`src/rtl/div_arbiter.sv`:
```
// Round-robin front end that shares one long-division unit between two requesters.
// Sequences the divider start/done handshake and aborts a hung divider with a watchdog.
module div_arbiter #(
  parameter int SIZE    = 8,
  parameter int TIMEOUT = 40
) (
  input  logic            i_clk,
  input  logic            i_reset,
  input  logic [1:0]      i_req,
  input  logic [SIZE-1:0] i_dividend0,
  input  logic [SIZE-1:0] i_divisor0,
  input  logic [SIZE-1:0] i_dividend1,
  input  logic [SIZE-1:0] i_divisor1,
  output logic [1:0]      o_ack,
  output logic [1:0]      o_rsp_valid,
  output logic [SIZE-1:0] o_rsp_quotient,
  output logic [SIZE-1:0] o_rsp_remainder,
  output logic            o_rsp_error,
  output logic            o_rsp_timeout,
  output logic            o_busy,
  output logic            o_div_rst,
  output logic            o_div_start,
  output logic [SIZE-1:0] o_div_dividend,
  output logic [SIZE-1:0] o_div_divisor,
  input  logic            i_div_done,
  input  logic            i_div_error,
  input  logic [SIZE-1:0] i_div_quotient,
  input  logic [SIZE-1:0] i_div_remainder
);

  typedef enum logic [2:0] {
    S_IDLE,
    S_LAUNCH,
    S_BUSY,
    S_ABORT,
    S_RESPOND
  } state_t;

  localparam logic [7:0] WDOG_LOAD = 8'(TIMEOUT);

  state_t          r_state;
  state_t          w_next;
  logic            r_id;
  logic            r_lastGrant;
  logic [7:0]      r_wdog;
  logic [SIZE-1:0] r_dividend;
  logic [SIZE-1:0] r_divisor;
  logic [SIZE-1:0] r_quotient;
  logic [SIZE-1:0] r_remainder;
  logic            r_error;
  logic            r_timeout;
  logic            w_grantId;

  // With both requests pending, the one not served last time wins.
  always_comb begin
    w_grantId = 1'b0;
    case (i_req)
      2'b10:   w_grantId = 1'b1;
      2'b11:   w_grantId = ~r_lastGrant;
      default: w_grantId = 1'b0;
    endcase
  end

  always_comb begin
    w_next = r_state;
    case (r_state)
      S_IDLE:    if (i_req != 2'b00) w_next = S_LAUNCH;
      S_LAUNCH:  w_next = S_BUSY;
      S_BUSY: begin
        if (i_div_done)          w_next = S_RESPOND;
        else if (r_wdog == 8'd0) w_next = S_ABORT;
      end
      S_ABORT:   w_next = S_RESPOND;
      S_RESPOND: w_next = S_IDLE;
      default:   w_next = S_IDLE;
    endcase
  end

  always_ff @(posedge i_clk) begin
    if (i_reset) r_state <= S_IDLE;
    else         r_state <= w_next;
  end

  // Operand latch, watchdog and response registers.
  always_ff @(posedge i_clk) begin
    if (i_reset) begin
      r_id        <= 1'b0;
      r_lastGrant <= 1'b1;
      r_wdog      <= 8'd0;
      r_dividend  <= '0;
      r_divisor   <= '0;
      r_quotient  <= '0;
      r_remainder <= '0;
      r_error     <= 1'b0;
      r_timeout   <= 1'b0;
    end else begin
      case (r_state)
        S_IDLE: begin
          if (i_req != 2'b00) begin
            r_id        <= w_grantId;
            r_lastGrant <= w_grantId;
            r_dividend  <= w_grantId ? i_dividend1 : i_dividend0;
            r_divisor   <= w_grantId ? i_divisor1  : i_divisor0;
          end
        end
        S_LAUNCH: r_wdog <= WDOG_LOAD;
        S_BUSY: begin
          if (i_div_done) begin
            r_quotient  <= i_div_quotient;
            r_remainder <= i_div_remainder;
            r_error     <= i_div_error;
            r_timeout   <= 1'b0;
          end else if (r_wdog != 8'd0) begin
            r_wdog <= r_wdog - 8'd1;
          end
        end
        S_ABORT: begin
          r_quotient  <= '0;
          r_remainder <= '0;
          r_error     <= 1'b1;
          r_timeout   <= 1'b1;
        end
        default: ;
      endcase
    end
  end

  assign o_ack           = (r_state == S_LAUNCH)  ? (r_id ? 2'b10 : 2'b01) : 2'b00;
  assign o_rsp_valid     = (r_state == S_RESPOND) ? (r_id ? 2'b10 : 2'b01) : 2'b00;
  assign o_div_start     = (r_state == S_LAUNCH);
  assign o_busy          = (r_state != S_IDLE);
  assign o_div_rst       = i_reset | (r_state == S_ABORT);
  assign o_div_dividend  = r_dividend;
  assign o_div_divisor   = r_divisor;
  assign o_rsp_quotient  = r_quotient;
  assign o_rsp_remainder = r_remainder;
  assign o_rsp_error     = r_error;
  assign o_rsp_timeout   = r_timeout;

endmodule

```
`config.mk`:
```
export PLATFORM = sky130hd
export DESIGN_NAME = div_arbiter
export DESIGN_NICKNAME = d
export VERILOG_FILES = /design/src/rtl/div_arbiter.sv
export SDC_FILE = /design/constraint.sdc
export NUM_CORES = 1
export LEC_CHECK = 0
export CAP_MARGIN = 20
export CORE_ASPECT_RATIO = 0.6
export CORE_MARGIN = 2
export CORE_UTILIZATION = 40
export CTS_BUF_LIST = sky130_fd_sc_hd__clkbuf_8
export CTS_CLUSTER_DIAMETER = 40
export DETAILED_ROUTE_END_ITERATION = 7
export PLACE_DENSITY_LB_ADDON = 0.15
export SKIP_CTS_REPAIR_TIMING = 1
export SYNTH_ARGS = -nofsm -noshare
export SYNTH_HDL_FRONTEND = slang
export SYNTH_SLANG_ARGS = --single-unit
```
`constraint.sdc`:
```
create_clock -name i_clk -period 2.4 [get_ports i_clk]
set_clock_uncertainty 0.05 [all_clocks]
set_input_delay 0.48 -clock i_clk [delete_from_list [all_inputs] [get_ports i_clk]]
set_output_delay 0.48 -clock i_clk [all_outputs]
set_load 0.1 [all_outputs]
```
# Word level (Yosys, flattened, before mapping)
# Cells that the tools add are included.
[totals]
reg_bits = 47
latchBits = 0
ramBits = 0
romBits = 0
in_bits = 54
output_inout_bits = 41
wordCells = 56
mem_count = 0
[op_classes]
n_addsub = 1
multipliers = 0
div = 0
n_lt_le_gt_ge = 0
n_eq_ne = 11
shift = 0
muxes = 21
bitwise_logic = 2
reduce_logical = 11
[op_table]
columns = ["op", "count"]
rows = [
  ["two-way mux 8 bit", 6],
  ["case mux 8 bit (2 select lines)", 3],
  ["case mux 3 bit (4 select lines)", 1],
  ["two-way mux 3 bit", 3],
  ["zero test 8 bit", 1],
  ["inequality test 2 bit, second input constant", 4],
  ["nonzero test 8 bit", 1],
  ["subtractor 8 x 1 -> 8 bit, second input constant", 1],
  ["equality test 3 x 2 -> 1 bit, second input constant", 2],
  ["two-way mux 2 bit", 3],
  ["case mux 1 bit (2 select lines)", 3],
  ["AND reduction 2 bit", 3],
  ["nonzero test 2 bit", 3],
  ["equality test 2 bit, second input constant", 2],
  ["equality test 3 x 1 -> 1 bit, second input constant", 1],
  ["equality test 3 bit, second input constant", 1],
  ["zero test 3 bit", 1],
  ["inequality test 3 bit, second input constant", 1],
  ["AND reduction 3 bit", 1],
  ["nonzero test 3 bit", 1],
  ["two-way mux 1 bit", 2],
  ["NOT 1 bit", 1],
  ["OR 1 bit", 1],
]

# Logic depth before layout (Yosys ltp)
[logic_depth]
ltp_word = 4
ltp_mapped = 7
mapped_depth_nobuf = 6

# Least setup slack after synthesis
# Ideal clock, no wire load.
[synth_timing]
path_type = "reg2out"
start = "register r_state[0]"
end = "output o_rsp_valid[0]"
t_arrival_ns = 3.584
t_required_ns = 1.870
path_slack_ns = -1.714
stages_incl_launch_ff = 3
n_path_buf = 1
path_cell_list = "dfxtp_1 > buf_6 > nor4b_1"
[synth_between]
elab_chain_cells = 2
[synth_rtl]
columns = ["element", "line_no", "source"]
rows = [
  ["start, declared", "41", "state_t r_state;"],
  ["start signal, assigned", "81", "else r_state <= w_next;"],
  ["equality test 3 bit", "129", "assign o_rsp_valid = (r_state == S_RESPOND) ? (r_id ? 2'b10 : 2'b01) : 2'b00;"],
  ["two-way mux 2 bit", "129", ""],
  ["end, declared", "15", "output logic [1:0] o_rsp_valid,"],
]
# Every way passes these cells.

# Worst setup path in the final report
[layout_timing]
start = "register r_state[1]"
end = "output o_ack[1]"
[layout_between]
elab_chain_cells = 2
[layout_rtl]
columns = ["element", "line_no", "source"]
rows = [
  ["equality test 3 x 1 -> 1 bit", "128", "assign o_ack = (r_state == S_LAUNCH) ? (r_id ? 2'b10 : 2'b01) : 2'b00;"],
  ["two-way mux 2 bit", "128", ""],
  ["end, declared", "14", "output logic [1:0] o_ack,"],
]
# Every way passes these cells.

==> flow_metrics.env <==
export IMPL_endpoint="o_ack[1]"
export IMPL_grt_util_met3_pct=6.87
export IMPL_final_cell_mix="clkdlybuf4s50_1, nor2_1, dfxtp_1"
export IMPL_status="completed"
export IMPL_yosys_area_top_type="dfxtp_1"
export IMPL_critical_path_class="flip-flop to output port"
export IMPL_finalWeightedCongestion=0.754
export IMPL_top_usage_layer="met2"
export IMPL_synth_area_leaders="dfxtp_1, mux2i_1, nor2_1, a22oi_1, a211oi_1"
export IMPL_synth_nets=266
export IMPL_critical_path_depth=4
export IMPL_final_common_cell="clkdlybuf4s50_1"
export IMPL_hold_ws_ns=0.422
export IMPL_cts_made_buffers=5
export IMPL_first_pass_iters=4
export IMPL_initial_core_util_pct=40.8
export IMPL_cts_max_level=2
export IMPL_syn_avg_cell_area_um2=9.67
export IMPL_period_share_pct=96.4
export IMPL_drv_slew=0
export IMPL_power_density_nw_per_um2=764
export IMPL_rrSetupSlack_ns=0.58
export IMPL_fin_cells=371
export IMPL_slew_headroom_pct=64.4
export IMPL_max_freq_mhz=432
export IMPL_dpl_hpwl_um=3470
export IMPL_path_clk_slew_ns=0.08
export IMPL_crit_path_top_delay_cell="or3b_2"
export IMPL_synthToLayoutAreaGrowth_pct=54.5
export IMPL_cts_sinks=47
export IMPL_syn_instance_count=210
export IMPL_clk_latency_ns=0.30
export IMPL_drc=0
export IMPL_cts_root_buf="clkbuf_8"
export IMPL_vias_per_cell=4.89
export IMPL_final_area_um2=3140
export IMPL_drtIter0Drc=34
export IMPL_regToRegStartpoint="r_state[0]$_SDFFE_PP0P_"
export IMPL_cp_max_fo=8
export IMPL_crit_required_ns=1.87
export IMPL_hold_path_class="flip-flop to flip-flop"
export IMPL_grt_pass1_wl_um=7390
export IMPL_rsz0062_at_grt="no"
export IMPL_ff2ff_path_depth=5
export IMPL_netlist_area_um2=2030
export IMPL_slowest_delay_ns=0.58
export IMPL_vdd_drop_max_mv=0.409
export IMPL_r2r_end="o_div_dividend[5]$_SDFFE_PP0P_"
export IMPL_hold_viol_final=0
export IMPL_placed_cell_area_um2=3040
export IMPL_ys_warn_count=0
export IMPL_wire_per_inst_um=12.4
export IMPL_critPathCaptureType="output port"
export IMPL_clockBufferDepth=2
export IMPL_critPathLaunchType="flip-flop"
export IMPL_setup_viol=0
export IMPL_antenna_found_initial=0
export IMPL_die_x_um=96.0
export IMPL_multi_input_area_um2=1020
export IMPL_num_vias=1813
export IMPL_antenna_left=0
export IMPL_ys_types=42
export IMPL_die_height_um=59.2
export IMPL_setup_worst_path_start="r_state[1]$_SDFFE_PP0P_"
export IMPL_p_leak_nw=1.27
export IMPL_grt_max_degree=35
export IMPL_fin_nets=360
export IMPL_ys_ff_latch=47
export IMPL_drt_total_wl_um=4620
export IMPL_use_met1_pct=22.8
export IMPL_grt_ovfl_total=0
export IMPL_timing_final_crit_period_ns=2.31
export IMPL_path_cells="or3b_2 -> inv_1 -> and2_2 -> buf_12"
export IMPL_cp_top_family="simple AND/OR/NAND/NOR gates"
export IMPL_synth_top_area_share_pct=46.3
export IMPL_cts_tree="built"
export IMPL_n_antenna_cell=0
export IMPL_ios=95
export IMPL_core_um2=4980
export IMPL_crit_buf_inv=2
export IMPL_die_area_um2=5680
export IMPL_yosysSeqAreaShare_pct=46.3
export IMPL_rows=20
export IMPL_place_inst=363
export IMPL_tightest_slew_ns=0.531
export IMPL_grt_pass1_vias=1566
export IMPL_pre_cts_slack_ns=0.224
export IMPL_crit_arrival_ns=1.78
export IMPL_drive_gt1_share_pct=23.3
export IMPL_io_buffers=94
export IMPL_setup_ws_ns=0.0868
export IMPL_fill_cells=438
export IMPL_met2_usage_pct=25.3
export IMPL_setup_tns_ns=0
export IMPL_max_cap_violations=0
export IMPL_gr_usage_all_layers_pct=17.1
export IMPL_regArea_um2=941
==> layer usage <==
metal  wire, µm  vias up
met5          0        -
met2       2000       42
met3        328        5
li1           -      941
met1       2240      825
met4         43        0
==> cells by family after synthesis <==
logic type,synth area share (%)
simple gates,18.4
compound gates,18.1
flops,46.3
buf+inv,4.99
mux,8.87
xor+xnor,2.16
fa+ha+maj,1.23
==> worst min-delay path by stage <==
| stage | cells past startpoint | start | to |
|---|---|---|---|
| 6_report | 2 | o_rsp_error$_SDFFE_PP0P_ | o_rsp_error$_SDFFE_PP0P_ |
| 5_1_grt | 2 | o_rsp_error$_SDFFE_PP0P_ | o_rsp_error$_SDFFE_PP0P_ |
| 4_1_cts | 2 | o_rsp_error$_SDFFE_PP0P_ | o_rsp_error$_SDFFE_PP0P_ |
| 3_5_place_dp | 2 | o_rsp_error$_SDFFE_PP0P_ | o_rsp_error$_SDFFE_PP0P_ |
| 3_3_place_gp | 2 | o_rsp_error$_SDFFE_PP0P_ | o_rsp_error$_SDFFE_PP0P_ |
| 2_1_floorplan | 2 | r_lastGrant$_SDFFE_PP1P_ | r_lastGrant$_SDFFE_PP1P_ |
==> area by class of cell <==
| type | count | share of cell area (%) |
|---|---|---|
| sequential | 47 | 30.0 |
| inverter | 5 | 0.598 |
| multi-input combinational | 144 | 32.4 |
| clock inverter | 1 | 0.120 |
| tap | 66 | 2.63 |
| timing repair buffer | 101 | 31.2 |
| clock buffer | 7 | 3.07 |
==> state kept, by name, indices dropped and copies added, names as in the netlist <==
signal           flops
o_rsp_remainder      8
o_rsp_timeout        1
r_wdog               8
r_state              3
r_lastGrant          1
o_rsp_error          1
r_id                 1
o_div_divisor        8
o_div_dividend       8
o_rsp_quotient       8
==> through the flow <==
| step | utilization [%] | total power [mW] |
|---|---|---|
| floorplan | - | 1.64 |
| global placement | 61.0 | 1.90 |
| detailed placement | 61.0 | 1.91 |
| CTS | 63.0 | 2.42 |
| global route | 63.0 | 2.51 |
| finish | 63.0 | 2.40 |
==> tightest hold or removal path: stages (launching register included) <==
cell and delay (ns):
dfxtp_1 0.32, inv_1 0.05, a221oi_1 0.06
==> synthesized netlist by cell type <==
library cell  instances
nor4bb_1              1
or3_4                 1
a21boi_0              1
nand2b_1              1
xnor2_1               1
clkbuf_1              7
nor2b_1               1
o211ai_2              1
mux2i_1              18
buf_2                 3
nand2_1               4
or3b_2                2
o211ai_1              1
a22oi_1              17
xor2_1                4
nor4_1                1
buf_4                 1
a21o_1                1
a211oi_1             16
nand4b_1              1
dfxtp_1              47
o21a_4                1
nor3_1                3
nand4_1               2
or2_2                 1
nor4b_1               1
a31oi_1               1
a211oi_2              1
o41ai_1               1
and2_1                1
inv_1                 5
nand3b_1              1
nor4b_4               1
ha_1                  2
buf_6                 3
nor2_8                1
nor2_1               48
a21oi_1               3
o2111ai_1             1
a221oi_1              1
or4_4                 1
o21ai_2               1
==> where the power goes <==
part	internal [mW]	switching [mW]	total (mW)	leakage, nW
registers	0.850	0.0468	0.897	0.385
logic	0.305	0.684	0.989	0.825
clock network	0.259	0.254	0.513	0.0557
total	1.41	0.985	2.40	1.27
Power figures use the tool's default switching activity.
